==> config.mk <==
export PLATFORM = sky130hd
export DESIGN_NAME = grayscale_word_packer
export DESIGN_NICKNAME = d
export VERILOG_FILES = /design/src/rtl/grayscale_word_packer.sv
export SDC_FILE = /design/constraint.sdc
export NUM_CORES = 1
export LEC_CHECK = 0
export BUFFER_PORTS_ARGS = -buffer_cell sky130_fd_sc_hd__buf_2
export CORE_ASPECT_RATIO = 0.7
export CORE_MARGIN = 3
export CORE_UTILIZATION = 50
export CTS_CLUSTER_SIZE = 40
export DETAILED_ROUTE_END_ITERATION = 10
export PLACE_DENSITY = 0.75
export SYNTH_ARGS = -nofsm -noshare
export SYNTH_HDL_FRONTEND = slang
export SYNTH_SLANG_ARGS = --single-unit
==> constraint.sdc <==
create_clock -name clock -period 4 [get_ports clock]
set_input_delay 0.4 -clock clock [delete_from_list [all_inputs] [get_ports clock]]
set_output_delay 0.4 -clock clock [all_outputs]
set_load 0.05 [all_outputs]
==> src/rtl/grayscale_word_packer.sv <==
// grayscale_word_packer
// Packs four consecutive 8-bit grayscale pixels into one little-endian 32-bit
// word and buffers the words in a first-word-fall-through FIFO for the
// frame-buffer DMA. Handles frame framing, partial-word flush, overflow
// reporting and per-frame word counting.
//
// Handshake: a word moves from the FIFO to the consumer on every rising edge
// where word_valid && word_ready are both high. word_valid never depends on
// word_ready, and word_data stays stable while word_valid is high and
// word_ready is low.
module grayscale_word_packer #(
   parameter int FIFO_DEPTH  = 16,
   parameter int COUNT_WIDTH = 16
) (
   input  logic                          clock,
   input  logic                          reset,
   input  logic                          frame_start,
   input  logic                          frame_end,
   input  logic                          pixel_valid,
   input  logic [7:0]                    grayscale,
   output logic                          word_valid,
   output logic [31:0]                   word_data,
   input  logic                          word_ready,
   output logic [$clog2(FIFO_DEPTH):0]   fifo_level,
   output logic                          overflow,
   output logic [COUNT_WIDTH-1:0]        words_packed,
   output logic                          frame_done,
   output logic [1:0]                    debug_state
);

   localparam int AW = $clog2(FIFO_DEPTH);
   localparam logic [AW:0] LEVEL_FULL = (AW+1)'(FIFO_DEPTH);
   localparam logic [AW:0] LEVEL_ONE  = (AW+1)'(1);
   localparam logic [COUNT_WIDTH-1:0] COUNT_ONE = COUNT_WIDTH'(1);

   typedef enum logic [1:0] {
      IDLE   = 2'd0,
      ACTIVE = 2'd1,
      FLUSH  = 2'd2
   } state_t;

   state_t      state, state_nxt;
   logic [1:0]  byte_index, byte_index_nxt;
   // Lanes 0..2 of the word being built; lane 3 goes straight into the push.
   logic [23:0] acc, acc_nxt;
   logic        push;
   logic [31:0] push_data;
   logic        clear_frame;
   logic        frame_done_c;

   logic [31:0]   mem [FIFO_DEPTH];
   logic [AW-1:0] wr_ptr, rd_ptr;
   logic [AW:0]   level;
   logic [31:0]   last_head;
   logic          pop;
   logic          push_ok;
   logic          drop;

   // Next-state, accumulator update and push request for the packing FSM.
   always_comb begin
      state_nxt      = state;
      byte_index_nxt = byte_index;
      acc_nxt        = acc;
      push           = 1'b0;
      push_data      = 32'd0;
      clear_frame    = 1'b0;
      frame_done_c   = 1'b0;
      if (frame_start) begin
         // A new frame wins over everything else, discarding any pixel
         // arriving in the same cycle and any partially built word.
         state_nxt      = ACTIVE;
         byte_index_nxt = 2'd0;
         acc_nxt        = 24'd0;
         clear_frame    = 1'b1;
      end else begin
         case (state)
            IDLE: begin
               state_nxt = IDLE;
            end
            ACTIVE: begin
               if (pixel_valid) begin
                  byte_index_nxt = byte_index + 2'd1;
                  case (byte_index)
                     2'd0: acc_nxt[7:0]   = grayscale;
                     2'd1: acc_nxt[15:8]  = grayscale;
                     2'd2: acc_nxt[23:16] = grayscale;
                     default: begin
                        push      = 1'b1;
                        push_data = {grayscale, acc};
                        acc_nxt   = 24'd0;
                     end
                  endcase
               end
               if (frame_end) begin
                  state_nxt = FLUSH;
               end
            end
            FLUSH: begin
               // Unwritten lanes are already zero because acc is cleared
               // after every completed word and at frame start.
               frame_done_c = 1'b1;
               if (byte_index != 2'd0) begin
                  push      = 1'b1;
                  push_data = {8'd0, acc};
               end
               byte_index_nxt = 2'd0;
               acc_nxt        = 24'd0;
               state_nxt      = IDLE;
            end
            default: begin
               state_nxt = IDLE;
            end
         endcase
      end
   end

   // Packing FSM state, byte lane pointer and accumulator.
   always_ff @(posedge clock or posedge reset) begin
      if (reset) begin
         state      <= IDLE;
         byte_index <= 2'd0;
         acc        <= 24'd0;
      end else begin
         state      <= state_nxt;
         byte_index <= byte_index_nxt;
         acc        <= acc_nxt;
      end
   end

   assign word_valid = (level != '0);
   assign pop        = word_valid && word_ready;
   // A full FIFO still takes a word when the head leaves in the same cycle.
   assign push_ok    = push && ((level != LEVEL_FULL) || pop);
   assign drop       = push && !push_ok;

   // FIFO storage; contents are only meaningful between rd_ptr and wr_ptr.
   always_ff @(posedge clock) begin
      if (push_ok) begin
         mem[wr_ptr] <= push_data;
      end
   end

   // FIFO pointers, occupancy and the held copy of the last popped head.
   always_ff @(posedge clock or posedge reset) begin
      if (reset) begin
         wr_ptr    <= '0;
         rd_ptr    <= '0;
         level     <= '0;
         last_head <= 32'd0;
      end else begin
         if (push_ok) begin
            wr_ptr <= wr_ptr + 1'b1;
         end
         if (pop) begin
            rd_ptr    <= rd_ptr + 1'b1;
            last_head <= mem[rd_ptr];
         end
         case ({push_ok, pop})
            2'b10:   level <= level + LEVEL_ONE;
            2'b01:   level <= level - LEVEL_ONE;
            default: level <= level;
         endcase
      end
   end

   // Per-frame statistics: sticky overflow and saturating word count.
   always_ff @(posedge clock or posedge reset) begin
      if (reset) begin
         overflow     <= 1'b0;
         words_packed <= '0;
      end else if (clear_frame) begin
         overflow     <= 1'b0;
         words_packed <= '0;
      end else begin
         if (drop) begin
            overflow <= 1'b1;
         end
         if (push_ok && (words_packed != '1)) begin
            words_packed <= words_packed + COUNT_ONE;
         end
      end
   end

   assign word_data   = word_valid ? mem[rd_ptr] : last_head;
   assign fifo_level  = level;
   assign frame_done  = frame_done_c;
   assign debug_state = state;

endmodule
# Word-level counts from Yosys, hierarchy flattened
# Memory sizes are Yosys's and may differ from the RTL's.
# Index checks and enable logic that the tools add are counted.
op_classes:
  add_sub_neg: 6
  eq_ne: 13
  mux: 33
  n_reduce_logical: 21
ops:
  columns: ["op", "count"]
  rows:
  - ["32-bit 2-to-1 mux", 4]
  - ["24-bit 2-to-1 mux", 3]
  - ["32-bit one-hot mux with 2 select lines", 1]
  - ["24-bit one-hot mux with 2 select lines", 1]
  - ["8-bit one-hot mux with 2 select lines", 3]
  - ["16-bit 2-to-1 mux", 2]
  - ["16-bit by 1-bit adder with 16-bit output (second input constant)", 1]
  - ["16-bit != test (second input constant)", 1]
  - ["3-bit != test (second input constant)", 5]
  - ["1-bit 2-to-1 mux", 11]
  - ["2-bit 2-to-1 mux", 5]
  - ["5-bit one-hot mux with 2 select lines", 1]
  - ["3-bit AND reduction", 3]
  - ["4-bit by 1-bit adder with 4-bit output (second input constant)", 2]
  - ["2-bit nonzero test", 4]
  - ["2-bit by 1-bit equality test with 1-bit output (second input constant)", 3]
  - ["2-bit equality test (second input constant)", 3]
  - ["2-bit OR reduction", 3]
  - ["5-bit by 1-bit adder with 5-bit output (second input constant)", 1]
  - ["5-bit != test (second input constant)", 1]
  - ["5-bit nonzero test", 1]
  - ["5-bit by 1-bit subtractor with 5-bit output (second input constant)", 1]
  - ["1-bit logical AND", 4]
  - ["2-bit one-hot mux with 2 select lines", 1]
  - ["8 further kinds", 8]
totals:
  regBits: 90
  ramBits: 512
  inputBits: 14
  output_inout_bits: 58
  word_cells: 85
  mem_count: 1
memory_table:
  columns: ["name", "words", "word_bits", "rd", "rd_ports_with_merged_regs", "wr", "line", "source"]
  rows:
  - ["mem", 16, 32, 1, 0, 1, "51", "logic [31:0] mem [FIFO_DEPTH];"]

# Depth between registers and ports, before layout
depth:
  depth_word: 11
  mapped_depth: 11
  depth_no_buf: 11

# Worst setup path before layout
# OpenSTA, ideal clock, no wires.
synth_timing:
  path_type: "flip-flop to flip-flop"
  start: "register state[1] (netlist: debug_state[1])"
  end: "memory mem[3][0] (enable)"
  setup_ns: 0.461
  arrival_ns: 4.011
  required_ns: 3.539
  path_slack_ns: -0.472
  path_stages_with_launch: 7
  path_buffers: 1
  synth_period_minus_slack_ns: 4.472
  cell_sequence: "dfrtp_1 -> ha_1 -> nor2b_1 -> o221a_4 -> buf_6 -> nand2_1 -> nor3_1"
synth_between:
  elab_chain_len: 6
  elab_cells_between_ends: 7
  cone_classes: "eq/ne (2); mux (4); reduce/logical (1)"
synth_rtl:
  columns: ["item", "line", "source"]
  rows:
  - ["start: declaration", "42", "state_t state, state_nxt;"]
  - ["start signal: assignment", "124", "state <= state_nxt;"]
  - ["2-bit equality test / 2-bit by 1-bit equality test with 1-bit output (equally long branches)", "76", "case (state)"]
  - ["1-bit one-hot mux with 2 select lines (*)", "76", null]
  - ["1-bit 2-to-1 mux (*)", "68", "if (frame_start) begin"]
  - ["1-bit logical AND (*)", "133", "assign push_ok = push && ((level != LEVEL_FULL) || pop);"]
  - ["1-bit 2-to-1 mux (*)", "138", "if (push_ok) begin"]
  - ["1-bit 2-to-1 mux (implied by the code) (*)", "139", "mem[wr_ptr] <= push_data;"]
  - ["end: declaration", "51", null]
# Every way passes the cells marked *; elsewhere a longest branch is shown, timed or not.

# Worst setup path in the final report
layout_timing:
  start: "register rd_ptr[0]"
  end: "output port word_data[31]"
layout_between:
  elab_chain_len: 2
layout_rtl:
  columns: ["item", "line", "source"]
  rows:
  - ["start: declaration", "52", "logic [AW-1:0] wr_ptr, rd_ptr;"]
  - ["start signal: assignment", "155", "rd_ptr <= rd_ptr + 1'b1;"]
  - ["memory 16 x 32 bit", null, null]
  - ["32-bit 2-to-1 mux", "184", "assign word_data = word_valid ? mem[rd_ptr] : last_head;"]
  - ["end: declaration", "22", "output logic [31:0] word_data,"]
# No other way between the ends.

==> key figures <==
STA
  – Tightest Pin Transition: 1060 ps
  – Slew Viols, Final: 0
  – Slew headroom: 29.0%
  – Achievable Freq: 0.270 GHz
  – Fin crit period: between 3000 and 4000 ps
  – Fin Setup TNS: 0 ps
  – RSZ-0062 raised after global routing: no
  – Final Hold Viols: 0
  – Endpoints failing setup: 0
  – Tcrit/Tclk final: slightly above 90%
  – Clock Skew: 15.0 ps

Die
  – Ports: 72
  – Area of the core: 46700 µm²
  – Chip width: about 270 µm
  – Starting Density: 50.9%
  – Die ar.: 50300 µm²
  – FP Rows: 66
  – Die Ht: 189 µm

Critical path
  – Startpoint types: register
  – Max FO, Critical Path: 33
  – Setup CP Type: reg -> out
  – Required time of the worst setup path: 3600 ps
  – Critical path arrival: 3300 ps
  – Crit end category: output pin

Drt
  – Avg Vias per Cell: 6.02
  – DRC viols: 0
  – Pre-antenna DRT Iters: 5
  – 1st-iter DRT viols: about 1600
  – Detailed-route wire length: 53400 µm
  – WL per Instance: 25.7 µm
  – Routed Antenna Nets: 0
  – Total number of vias: 12500

Logic synthesis
  – Post-Synthesis Cells: 1324
  – Cell Area, Synth: roughly 24000 µm²
  – Synth area leader: edfxtp_1
  – Asr flop ratio synth: 15.0%
  – Synth Flop Type: edfxtp_1
  – #FFs+latches synth: about 600
  – Most frequent cell after synthesis: edfxtp_1
  – Synth cell count leaders: edfxtp_1, mux4_2, nand2_1, o21ai_0, dfrtp_1
  – Avg Cell Area, Syn: 18.0 µm²
  – Synth warn: 0
  – Sequential area share after synthesis: 74.0%
  – Synth cell types: 48
  – Area contributors post-synth: edfxtp_1, mux4_2, dfrtp_1
  – EDFF count, synth: 512
  – Top cell type's share of synthesized area: 64.6%
  – Syn Nets: 1352

Pwr
  – Leakage power: 8.51 nW
  – Peak supply drop: 0.000571 V
  – Pwr/cell area: 619 nW/µm²

Clock tree
  – Setup repair bufs after CTS: 0
  – Root Buffer: clkbuf_16
  – CTS H-tree lvls: 2
  – CTS Hold Bufs: 0
  – Max Root-Sink Buffers: 3
  – CTS sink cnt: 602
  – Worst skew pair latency: between 500 and 600 ps
  – CTS resizes: 0
  – Clk slew on worst S/H paths: 60 ps
  – Total CTS buffers: 52
  – CTS tree: built

Global routing
  – Global-route wire length before repair: 81400 µm
  – GRT Overall Usage: 21.7%
  – Met1 usage: around a third
  – Number of global-route vias before repair: 12900
  – Most crowded layer after global routing: met2
  – GRT overflow: 0
  – Met2 usage: 34.0%
  – Largest net degree at the start of global routing: 73
  – Initial antenna violation count: 0
  – GRT met3 Usage: between 3 and 4%

Place
  – Post-DP HPWL: 32300 µm
  – Input/output buffers: 71
  – RePlAce Congestion: 0.869

Status
  – Status: finished clean

Layout
  – Utilization after layout: between 50% and 60%
  – Number of fill cells: approximately 3400
  – Area of the multi-input gates: 6000 µm²
  – Share of layout cells above drive strength 1: about a quarter
  – Register Area: 17600 µm²
  – N_diodes: 0
  – Final #Nets: 1448
  – P&R area growth vs syn: 13.2%

Run
  – Max_cap viols: 0

Worst hold path
  – Min-Delay Path Class: in -> reg
==> layout make-up <==
type / count / share of cell area, %
well taps: 612 / 2.84
clock buffers: 72 / 5.37
repair buffers: 116 / 2.99
flip-flops and latches: 602 / 65.4
multi-input cells: 636 / 22.2
clock inverters: 23 / 0.975
inverters: 12 / 0.176
==> critical path: stages (launching register included) <==
cell,delay [ps]
dfrtp_4,920
buf_4,340
mux4_2,520
a22o_1,230
nor2_1,190
o21ai_0,230
buf_2,290
==> path summary, 6_finish.rpt <==
check,startpoint,end,slack (ps),depth (start not counted)
worst max-delay path,rd_ptr[0]$_DFFE_PP0P_,word_data[31],300,6
max in group asynchronous,reset,debug_state[0]$_DFFE_PP0P_,2990,3
worst max register to register,debug_state[1]$_DFFE_PP0P_,mem[13][4]$_DFFE_PP_,840,7
worst min register to register,acc[19]$_DFFE_PP0P_,acc[19]$_DFFE_PP0P_,480,2
worst min-delay path,frame_end,debug_state[0]$_DFFE_PP0P_,30,2
min in group asynchronous,reset,last_head[25]$_DFFE_PP0P_,50,2
==> cell usage in the layout, fill, tap and decap left out, drive strengths merged, types with 5 or more instances in the layout <==
| cell | netlist | routed |
|---|---|---|
| a21oi | 10 | 10 |
| and2 | 29 | 29 |
| nor2 | 69 | 69 |
| xnor2 | 17 | 17 |
| ha | 14 | 14 |
| and3 | 10 | 10 |
| inv | 12 | 12 |
| buf | 24 | 116 |
| a22o | 65 | 65 |
| nor3 | 9 | 9 |
| bufinv | 0 | 6 |
| nor2b | 5 | 5 |
| mux4 | 128 | 128 |
| nand4 | 5 | 5 |
| nand2 | 128 | 128 |
| clkbuf | 50 | 72 |
| o21ai | 95 | 95 |
| clkinv | 0 | 16 |
| nand3 | 11 | 11 |
| dfrtp | 90 | 90 |
| edfxtp | 512 | 512 |
==> power breakdown <==
group	switching (mW)	leakage [nW]	internal, mW	total (mW)
clock	2.18	0.837	2.91	5.09
sequential	0.394	5.36	6.94	7.33
combinational	2.73	2.32	1.53	4.26
total	5.31	8.51	11.4	16.7
==> registers in the layout, summed over array words and instances (netlist names) <==
register,count
overflow,1
fifo_level,5
debug_state,2
mem,512
byte_index,2
words_packed,16
last_head,32
wr_ptr,4
acc,24
rd_ptr,4
==> metrics by stage <==
| step | instances | hold slack [ps] | instance area (µm²) | power (mW) | setup WS, ps |
|---|---|---|---|---|---|
| after global placement | 1978 | 459 | 25200 | 11.7 | 902 |
| after CTS | 2073 | 7.76 | 27000 | 16.8 | 257 |
| final | 2073 | 30.8 | 27000 | 16.7 | 297 |
| after global routing | 2073 | 28.0 | 27000 | 17.3 | 128 |
| after detailed placement | 1978 | 467 | 25200 | 11.8 | 859 |
| after floorplan | 1324 | 442 | 23800 | 10.5 | 384 |
==> kinds of logic after synthesis <==
logic type	synth area share, %
adders and majority gates	0.736
and+or+nand+nor	5.23
AOI/OAI and AO/OA	5.36
muxes	12.4
DFF	74.0
buffers and inverters	1.48
xor gates and xnor gates	0.772
==> per-layer routing <==
metal	vias to the layer above	part of all wire (%)	routed length [µm]
li1	5401	-	-
met1	6499	43	23100
met2	507	47	25000
met3	80	7.8	4140
met4	0	2.0	1090
met5	-	0	0
Note: power is estimated with default switching activity, not from simulation.
